File: config.mk
export PLATFORM = sky130hd
export DESIGN_NAME = rv32i_hazard_ctrl
export DESIGN_NICKNAME = d
export VERILOG_FILES = /design/src/rtl/rv32i_control_pkg.sv /design/src/rtl/rv32i_fwd_unit.sv /design/src/rtl/rv32i_hazard_ctrl.sv
export SDC_FILE = /design/constraint.sdc
export NUM_CORES = 1
export LEC_CHECK = 0
export CAP_MARGIN = 10
export CORE_MARGIN = 2
export CORE_UTILIZATION = 45
export DETAILED_ROUTE_END_ITERATION = 10
export DONT_BUFFER_PORTS = 1
export SLEW_MARGIN = 0
export SYNTH_ARGS = -nofsm -noshare
export SYNTH_HDL_FRONTEND = slang
export SYNTH_SLANG_ARGS = --single-unit
File: constraint.sdc
create_clock -name clk_i -period 1.75 [get_ports clk_i]
set_input_delay 0.35 -clock clk_i [delete_from_list [all_inputs] [get_ports clk_i]]
set_output_delay 0.35 -clock clk_i [all_outputs]
set_load 0.03 [all_outputs]
File: src/rtl/rv32i_control_pkg.sv
// Shared pipeline-control types: forwarding mux selects and the hazard controller FSM states.
package rv32i_control_pkg;

  typedef enum logic [1:0] {
    FORWARD_NONE     = 2'b00,
    FORWARD_FROM_WB  = 2'b01,
    FORWARD_FROM_MEM = 2'b10
  } forwarding_sel_e;

  typedef enum logic [1:0] {
    S_RUN        = 2'b00,
    S_LOAD_STALL = 2'b01,
    S_MEM_WAIT   = 2'b10
  } hazard_state_e;

  // x0 is hardwired to zero, so a write to it never produces a forwardable value.
  function automatic logic reg_match(input logic [4:0] rd, input logic we, input logic [4:0] rs);
    return we && (rd != 5'd0) && (rd == rs);
  endfunction

endpackage

File: src/rtl/rv32i_fwd_unit.sv
// Operand forwarding select for one EX source register; MEM result beats WB result.
module rv32i_fwd_unit
  import rv32i_control_pkg::*;
(
  input  logic [4:0]      rs_addr_i,
  input  logic [4:0]      mem_rd_addr_i,
  input  logic            mem_reg_write_i,
  input  logic [4:0]      wb_rd_addr_i,
  input  logic            wb_reg_write_i,
  output forwarding_sel_e fwd_sel_o
);

  always_comb begin
    fwd_sel_o = FORWARD_NONE;
    if (reg_match(mem_rd_addr_i, mem_reg_write_i, rs_addr_i)) begin
      fwd_sel_o = FORWARD_FROM_MEM;
    end else if (reg_match(wb_rd_addr_i, wb_reg_write_i, rs_addr_i)) begin
      fwd_sel_o = FORWARD_FROM_WB;
    end
  end

endmodule

File: src/rtl/rv32i_hazard_ctrl.sv
// RV32I pipeline hazard controller: forwarding, load-use stall, memory-wait stall, branch flush.
// Define RV32I_HAZARD_PERF_EN to enable the stall/flush performance counters.
module rv32i_hazard_ctrl
  import rv32i_control_pkg::*;
#(
  parameter bit FLUSH_ON_WAIT = 1'b1
) (
  input  logic            clk_i,
  input  logic            rst_ni,
  input  logic [4:0]      ex_rs1_addr_i,
  input  logic [4:0]      ex_rs2_addr_i,
  input  logic [4:0]      id_rs1_addr_i,
  input  logic [4:0]      id_rs2_addr_i,
  input  logic            id_rs1_used_i,
  input  logic            id_rs2_used_i,
  input  logic [4:0]      ex_rd_addr_i,
  input  logic            ex_reg_write_i,
  input  logic            ex_mem_read_i,
  input  logic [4:0]      mem_rd_addr_i,
  input  logic            mem_reg_write_i,
  input  logic [4:0]      wb_rd_addr_i,
  input  logic            wb_reg_write_i,
  input  logic            ex_branch_taken_i,
  input  logic            mem_busy_i,
  output forwarding_sel_e fwd_rs1_sel_o,
  output forwarding_sel_e fwd_rs2_sel_o,
  output logic            pc_stall_o,
  output logic            if_id_stall_o,
  output logic            id_ex_stall_o,
  output logic            ex_mem_stall_o,
  output logic            if_id_flush_o,
  output logic            id_ex_flush_o,
  output logic [31:0]     stall_cycles_o,
  output logic [31:0]     flush_count_o
);

  hazard_state_e   state_q, state_d;
  logic            pend_q, pend_d;
  logic            load_use;
  logic            pc_stall, if_id_stall, id_ex_stall, ex_mem_stall;
  logic            if_id_flush, id_ex_flush;
  forwarding_sel_e fwd_rs1, fwd_rs2;

  rv32i_fwd_unit u_fwd_rs1 (
    .rs_addr_i       (ex_rs1_addr_i),
    .mem_rd_addr_i   (mem_rd_addr_i),
    .mem_reg_write_i (mem_reg_write_i),
    .wb_rd_addr_i    (wb_rd_addr_i),
    .wb_reg_write_i  (wb_reg_write_i),
    .fwd_sel_o       (fwd_rs1)
  );

  rv32i_fwd_unit u_fwd_rs2 (
    .rs_addr_i       (ex_rs2_addr_i),
    .mem_rd_addr_i   (mem_rd_addr_i),
    .mem_reg_write_i (mem_reg_write_i),
    .wb_rd_addr_i    (wb_rd_addr_i),
    .wb_reg_write_i  (wb_reg_write_i),
    .fwd_sel_o       (fwd_rs2)
  );

  assign load_use = ex_mem_read_i && ex_reg_write_i && (ex_rd_addr_i != 5'd0) &&
                    ((id_rs1_used_i && (id_rs1_addr_i == ex_rd_addr_i)) ||
                     (id_rs2_used_i && (id_rs2_addr_i == ex_rd_addr_i)));

  always_comb begin
    state_d      = state_q;
    pend_d       = 1'b0;
    pc_stall     = 1'b0;
    if_id_stall  = 1'b0;
    id_ex_stall  = 1'b0;
    ex_mem_stall = 1'b0;
    if_id_flush  = 1'b0;
    id_ex_flush  = 1'b0;
    case (state_q)
      S_RUN, S_LOAD_STALL: begin
        if (mem_busy_i) begin
          {pc_stall, if_id_stall, id_ex_stall, ex_mem_stall} = 4'b1111;
          state_d = S_MEM_WAIT;
        end else if (ex_branch_taken_i) begin
          {if_id_flush, id_ex_flush} = 2'b11;
          state_d = S_RUN;
        end else if (load_use && (state_q == S_RUN)) begin
          // ID/EX gets a bubble rather than a hold so the load can advance.
          pc_stall    = 1'b1;
          if_id_stall = 1'b1;
          id_ex_flush = 1'b1;
          state_d     = S_LOAD_STALL;
        end else begin
          state_d = S_RUN;
        end
      end
      S_MEM_WAIT: begin
        if (mem_busy_i) begin
          {pc_stall, if_id_stall, id_ex_stall, ex_mem_stall} = 4'b1111;
          pend_d = pend_q | (FLUSH_ON_WAIT & ex_branch_taken_i);
        end else begin
          if (pend_q || ex_branch_taken_i) begin
            {if_id_flush, id_ex_flush} = 2'b11;
          end
          state_d = S_RUN;
        end
      end
      default: state_d = S_RUN;
    endcase
  end

  always_ff @(posedge clk_i or negedge rst_ni) begin
    if (!rst_ni) begin
      state_q <= S_RUN;
      pend_q  <= 1'b0;
    end else begin
      state_q <= state_d;
      pend_q  <= pend_d;
    end
  end

  // Outputs are forced quiet while reset is held, even with live pipeline inputs.
  assign fwd_rs1_sel_o  = rst_ni ? fwd_rs1 : FORWARD_NONE;
  assign fwd_rs2_sel_o  = rst_ni ? fwd_rs2 : FORWARD_NONE;
  assign pc_stall_o     = rst_ni & pc_stall;
  assign if_id_stall_o  = rst_ni & if_id_stall;
  assign id_ex_stall_o  = rst_ni & id_ex_stall;
  assign ex_mem_stall_o = rst_ni & ex_mem_stall;
  assign if_id_flush_o  = rst_ni & if_id_flush;
  assign id_ex_flush_o  = rst_ni & id_ex_flush;

`ifdef RV32I_HAZARD_PERF_EN
  logic [31:0] stall_cycles_q, flush_count_q;

  always_ff @(posedge clk_i or negedge rst_ni) begin
    if (!rst_ni) begin
      stall_cycles_q <= 32'd0;
      flush_count_q  <= 32'd0;
    end else begin
      if (pc_stall_o) stall_cycles_q <= stall_cycles_q + 32'd1;
      if (if_id_flush_o) flush_count_q <= flush_count_q + 32'd1;
    end
  end

  assign stall_cycles_o = stall_cycles_q;
  assign flush_count_o  = flush_count_q;
`else
  assign stall_cycles_o = 32'd0;
  assign flush_count_o  = 32'd0;
`endif

endmodule
==> metrics.md, run 1 <==
| Metric | Value |
|---|---|
| Status | `finished with violations` |
| Failing checks | `setup timing` |
| 1st-iter DRT viols | `1` |
| Final worst-path cycle share | `106.4%` |
| Largest net degree at the start of global routing | `8` |
| Vias per cell | `4.214` |
| CTS Buf Count | `3` |
| Sum of negative setup slack | `-348.5 ps` |
| Post-DR wirelength/cell | `11.10 um` |
| Max-Cap Viols | `0` |
| DRC Markers | `0` |
| Pins Over Slew Limit | `0` |
| Row count | `17` |
| CP arrival | `1510 ps` |
| Hold Crit Class | `input pin to flop` |
| Pre-CTS WS | `-151.6 ps` |
| Sequential cell area | `75.07 um^2` |
| Minimum clock period | `1862 ps` |
| Most frequent cells in the layout | `conb_1, xor2_1, xnor2_1, buf_4` |
| P per Cell Area | `478.8 mW/mm^2` |
| Post-Syn Instances | `136` |
| Min setup slack post-route | `-111.9 ps` |
| CTS Sinks | `3` |
| Vias in the first global route | `591` |
| CP Capture Type | `primary output` |
| DIE AREA | `0.002792 mm^2` |
| Layout fillers | `225` |
| Synth cell types | `25` |
| Total Power | `0.5158 mW` |
| ANT nets after route | `0` |
| CTS tree | `done` |
| Yosys warns | `0` |
| Post-Syn Area | `0.001074 mm^2` |
| Seq/Total Area, Yosys | `6.993%` |
| All-Layer GR Usage | `12.88%` |
| Final setup violation count | `5` |
| First-pass DRT Iterations | `2` |
| Worst-path clk slew | `30 ps` |
| GP Congestion | `0.6597` |
| CTS H-tree lvls | `1` |
| ANT cells | `0` |
| Placed insts | `168` |
| DP Wirelength | `1666 um` |
| Clock root buffer | `clkbuf_4` |
| Leakage power | `0.5162 nW` |
| Avg Cell Area, Syn | `7.894 um^2` |
| First-pass GRT wire length | `2649 um` |
| Unrepaired setup endpoints after global routing | `true` |
| Die Wd | `52.84 um` |
| Clock buffer depth | `2` |
| Fin nets | `191` |
| Boundary Pins | `119` |
| Vias post-DR | `729` |
| Area taken by multi-input logic gates | `850.8 um^2` |
| VDD IR max | `0.2541 mV` |
| Clk Latency, worst-skew pair | `230 ps` |
| Share of cells above drive strength 1 | `20.00%` |
| Initial Util | `48.07%` |
| #FFs+latches synth | `3` |
| Critical path data required time | `1400 ps` |
| Final WL | `1920 um` |
| Synth-to-Final Area Change | `0.3493%` |
| Highest Clock Rate | `537.1 MHz` |
| Post-Layout Cell Count | `173` |
| Commonest non-fill, non-tap cell in the layout | `conb_1` |
| Final hold viol count | `0` |
| Core Box Area | `0.002233 mm^2` |
| I/O Buffers | `0` |
| Final setup skew | `4.645 ps` |
| Crit path max fanout | `3` |
| Startpoint Class | `input pin` |
| Die Ht | `52.84 um` |
| Crit Path Category | `input pin to primary output` |
| Total grt overflow | `0` |
| Initial antenna violation count | `0` |
-- cells by family after synthesis --
family / count (synthesis) / share of synthesized area [%]
flops: 3 / 6.993
buf+inv: 69 / 47.20
simple gates: 25 / 15.50
xor+xnor: 30 / 24.48
compound gates: 8 / 5.477
other cells: 1 / 0.3493
-- area by class of cell --
cell class              instances  area share, %
well taps                      28          3.252
repair buffers                  8          7.317
multi-input cells             127          78.98
clock buffers                   4          2.439
flip-flops and latches          3          6.969
inverters                       3          1.045
-- flip-flops by register name (all words and copies together), names as in the netlist --
register	count
pend_q	1
state_q	2
-- synth_stat cells, drive strengths merged --
cell	instances	area, um^2
a32oi	1	8.760
or3b	1	8.760
o41ai	1	8.760
nand2	3	11.26
nand2b	1	6.260
nor3	1	5.000
and2	4	27.53
nand3	2	10.01
buf	66	495.5
dfrtp	3	75.07
nor2	1	3.750
conb	1	3.750
o21ai	2	13.76
xnor2	8	70.07
o31ai	1	7.510
o211ai	2	15.01
nor4	7	56.30
or4	5	37.54
a21oi	1	5.000
inv	3	11.26
xor2	22	192.7
-- worst paths after layout --
check / startpoint / end / slack (ps) / cells past startpoint
max: wb_rd_addr_i[2] / fwd_rs2_sel_o[0] / -110 / 4
min: mem_busy_i / state_q[0] / 200 / 1
max reg2reg: state_q[1] / state_q[0] / 750 / 3
min reg2reg: state_q[0] / pend_q / 470 / 1
max in group asynchronous: rst_ni / state_q[0] / 1220 / 1
min in group asynchronous: rst_ni / pend_q / 380 / 1
-- per-stage QoR --
| step | hold WS (ps) | util, % | cell area (um^2) |
|---|---|---|---|
| 2_1_floorplan | 54.41 | - | 1354 |
| 3_3_place_gp | 54.64 | 42.91 | 958.4 |
| 3_5_place_dp | 54.68 | 42.91 | 958.4 |
| 4_1_cts | 190.8 | 45.60 | 1018 |
| 5_1_grt | 183.9 | 48.24 | 1077 |
| 6_report | 198.5 | 48.24 | 1077 |
-- worst max-delay path, cell delays in order --
cell,delay (ps)
xor2_1,140
or4_4,550
nor4_4,270
buf_4,190
-- report_power, final --
group / switching, mW / internal, mW / total (mW)
clock network: 0.0329 / 0.0852 / 0.118
registers: 0.00211 / 0.0721 / 0.0742
logic: 0.255 / 0.0681 / 0.323
total: 0.290 / 0.225 / 0.516
-- routing by layer --
metal / vias up / track usage, % / wire length (um)
met2: 64 / 21.88 / 1035
met4: 0 / 0.4274 / 0
li1: 338 / - / -
met5: - / 0 / 0
met1: 327 / 16.04 / 669
met3: 0 / 5.143 / 216
-- timing repair --
action / in CTS / in global routing
setup buffers: 0 / 1
pin swaps: 8 / 4
resized for setup: 8 / 9
setup endpoints to repair: 8 / 8
hold buffers: 1 / 0
hold endpoints to repair: 3 / 0
(Power assumes the default switching activity.)
==> run 2, diff against run 1 <==
--- a/config.mk
+++ b/config.mk
@@ -10,6 +10,7 @@
 export CORE_UTILIZATION = 45
 export DETAILED_ROUTE_END_ITERATION = 10
 export DONT_BUFFER_PORTS = 1
+export MAX_ROUTING_LAYER = met4
 export SLEW_MARGIN = 0
 export SYNTH_ARGS = -nofsm -noshare
 export SYNTH_HDL_FRONTEND = slang
==> metrics.md, run 2 (synthesis results as in run 1) <==
| Metric | Value |
|---|---|
| Total Power | `0.5156 mW (about the same)` |
| Origin of the critical flop-to-flop path | `state_q[1]` |
| Clock buffer depth | `2 (unchanged)` |
| Busiest layer in global routing | `met2` |
| ANT cells | `0 (unchanged)` |
| Clk Latency, worst-skew pair | `230 ps (about the same)` |
| Post-Layout Cell Count | `172 (-0.58%)` |
| Startpoint Class | `input pin` |
| Min-delay src | `mem_busy_i` |
| Minimum clock period | `1861 ps (-0.5260 ps)` |
| Max stage delay on crit path | `550 ps (about the same)` |
| Status | `finished with violations` |
| ANT nets after route | `0 (unchanged)` |
| Die Ht | `52.84 um (unchanged)` |
| DRC Markers | `0 (unchanged)` |
| Hold Crit Class | `input pin to flop` |
| First-pass GRT wire length | `2656 um (+0.26%)` |
| Combinational power share | `62.5% (-0.2 points)` |
| Initial Util | `48.07% (unchanged)` |
| CP Cell Sequence | `xor2_1 -> or4_4 -> nor4_4 -> buf_4` |
| Met1 usage in global routing | `16.04% (unchanged)` |
| Final worst-path cycle share | `106.4% (about the same)` |
| CTS H-tree lvls | `1 (unchanged)` |
| Largest net degree at the start of global routing | `8 (unchanged)` |
| Unrepaired setup endpoints after global routing | `true` |
| Clock share of power | `23.1% (+0.2 points)` |
| Commonest non-fill, non-tap cell in the layout | `conb_1` |
| CP Capture Type | `primary output` |
| Max FFs per register | `2 (unchanged)` |
| CTS tree | `done` |
| Vias in the first global route | `591 (unchanged)` |
| Slowest-stage cell, CP | `or4_4` |
| Final core utilization | `47.90% (-0.34 points)` |
| GP Congestion | `0.6658 (+0.92%)` |
| Share of cells above drive strength 1 | `19.44% (-0.56 points)` |
| FF-to-FF path depth | `3 (unchanged)` |
| Highest Clock Rate | `537.2 MHz (about the same)` |
| Post-DR wirelength/cell | `11.05 um (-0.41%)` |
| Final WL | `1901 um (-0.99%)` |
| Core Box Area | `0.002233 mm^2 (unchanged)` |
| Critical path data required time | `1400 ps (about the same)` |
| Synth-to-Final Area Change | `-0.3493%` |
| Final setup skew | `3.431 ps (-1.214 ps)` |
| NetSw | `0.2910 mW (+0.22%)` |
| DP Wirelength | `1666 um (unchanged)` |
| Biggest register | `state_q` |
| 1st-iter DRT viols | `4 (+3)` |
| CP arrival | `1510 ps (about the same)` |
| Initial antenna violation count | `0 (unchanged)` |
| First-pass DRT Iterations | `2 (unchanged)` |
| I/O Buffers | `0 (unchanged)` |
| Worst r2r dst | `state_q[0]` |
| Pint | `0.2246 mW (-0.38%)` |
| Crit path max fanout | `3 (unchanged)` |
| Fin nets | `190 (-0.52%)` |
| P per Cell Area | `482.0 mW/mm^2 (+0.66%)` |
| Vias per cell | `4.198 (-0.38%)` |
| Total grt overflow | `0 (unchanged)` |
| Sw Share | `56.43% (+0.15 points)` |
| Failing checks | `setup timing` |
| Placed insts | `168 (unchanged)` |
| Seq pwr share | `14.4% (about the same)` |
| Min setup slack post-route | `-111.3 ps (+0.5260 ps)` |
| Max-Cap Viols | `0 (unchanged)` |
| Pins Over Slew Limit | `0 (unchanged)` |
| Crit Path Category | `input pin to primary output` |
| CTS Sinks | `3 (unchanged)` |
| All-Layer GR Usage | `13.21% (+0.33 points)` |
| Row count | `17 (unchanged)` |
| VDD IR max | `0.2538 mV (about the same)` |
| Worst hold path depth | `1 (unchanged)` |
| Met2 usage | `22.08% (+0.21 points)` |
| Met3 usage in global routing | `5.143% (unchanged)` |
| Die Wd | `52.84 um (unchanged)` |
| Clock root buffer | `clkbuf_4` |
| Vias post-DR | `722 (-0.96%)` |
| Biggest regs | `state_q x2, pend_q x1` |
| Final setup violation count | `5 (unchanged)` |
| Min-Delay Endpoint | `state_q[0]` |
| CTS Buf Count | `3 (unchanged)` |
| Reg2reg setup slack | `750 ps (about the same)` |
| Leakage power | `0.5120 nW (-0.81%)` |
| Final hold viol count | `0 (unchanged)` |
| Most frequent cells in the layout | `conb_1, xor2_1, xnor2_1` |
| Worst-path clk slew | `30 ps (about the same)` |
| DIE AREA | `0.002792 mm^2 (unchanged)` |
| Boundary Pins | `119 (unchanged)` |
run 2: what timing repair did:
action                                  CTS  global route
pin swaps                                 8             4
setup buffers                             0             0
gates resized for setup                   8             9
hold endpoints to repair                  3             0
endpoints found under the setup margin    8             8
hold buffers                              1             0
run 2: worst max path at each step:
| stage | slack (ps) | to | cells past startpoint | from |
|---|---|---|---|---|
| floorplan | -380 | id_ex_flush_o | 4 | id_rs1_addr_i[3] |
| global placement | -130 | pc_stall_o | 5 | ex_rd_addr_i[2] |
| detailed placement | -150 | if_id_stall_o | 5 | id_rs1_addr_i[3] |
| CTS | -120 | fwd_rs2_sel_o[0] | 4 | wb_rd_addr_i[2] |
| global route | -160 | pc_stall_o | 4 | state_q[1] |
| finish | -110 | fwd_rs2_sel_o[0] | 4 | wb_rd_addr_i[2] |
run 2: worst max-delay path: cells and delay by family:
family,cells,cell delay (ps)
XOR/XNOR,1,140
buffers and inverters,1,190
AND/OR/NAND/NOR,2,820
run 2: stage by stage:
stage	cell area [um^2]	hold WS, ps	setup slack, ps	TNS [ps]
3_5_place_dp	958.4	54.68	-151.6	-855.8
4_1_cts	1018	190.8	-115.0	-535.6
6_report	1070	196.3	-111.3	-346.3
3_3_place_gp	958.4	54.64	-131.6	-726.9
2_1_floorplan	1354	54.41	-378.6	-1101
5_1_grt	1070	184.0	-163.1	-713.6
run 2: cell type report:
type | count | area [um^2]
sequential | 3 | 75.07
inverter | 3 | 11.26
tap | 28 | 35.03
clock buffer | 4 | 26.28
fill | 226 | 1164
timing repair buffer | 7 | 71.32
multi-input combinational | 127 | 850.8
run 2: power by group through the flow:
stage | sequential (mW) | clock (mW) | combinational [mW]
final | 0.0742 | 0.119 | 0.322
after global routing | 0.0743 | 0.143 | 0.343
after CTS | 0.0742 | 0.125 | 0.306
after detailed placement | 0.0747 | 0 | 0.297
after global placement | 0.0747 | 0 | 0.295
after floorplan | 0.0743 | 0 | 0.390
run 2: layer usage:
layer  part of all wire, %  wire length (um)
met1                    35               657
met2                    54              1021
met3                    12               222
met4                     0                 0
met5                     0                 0
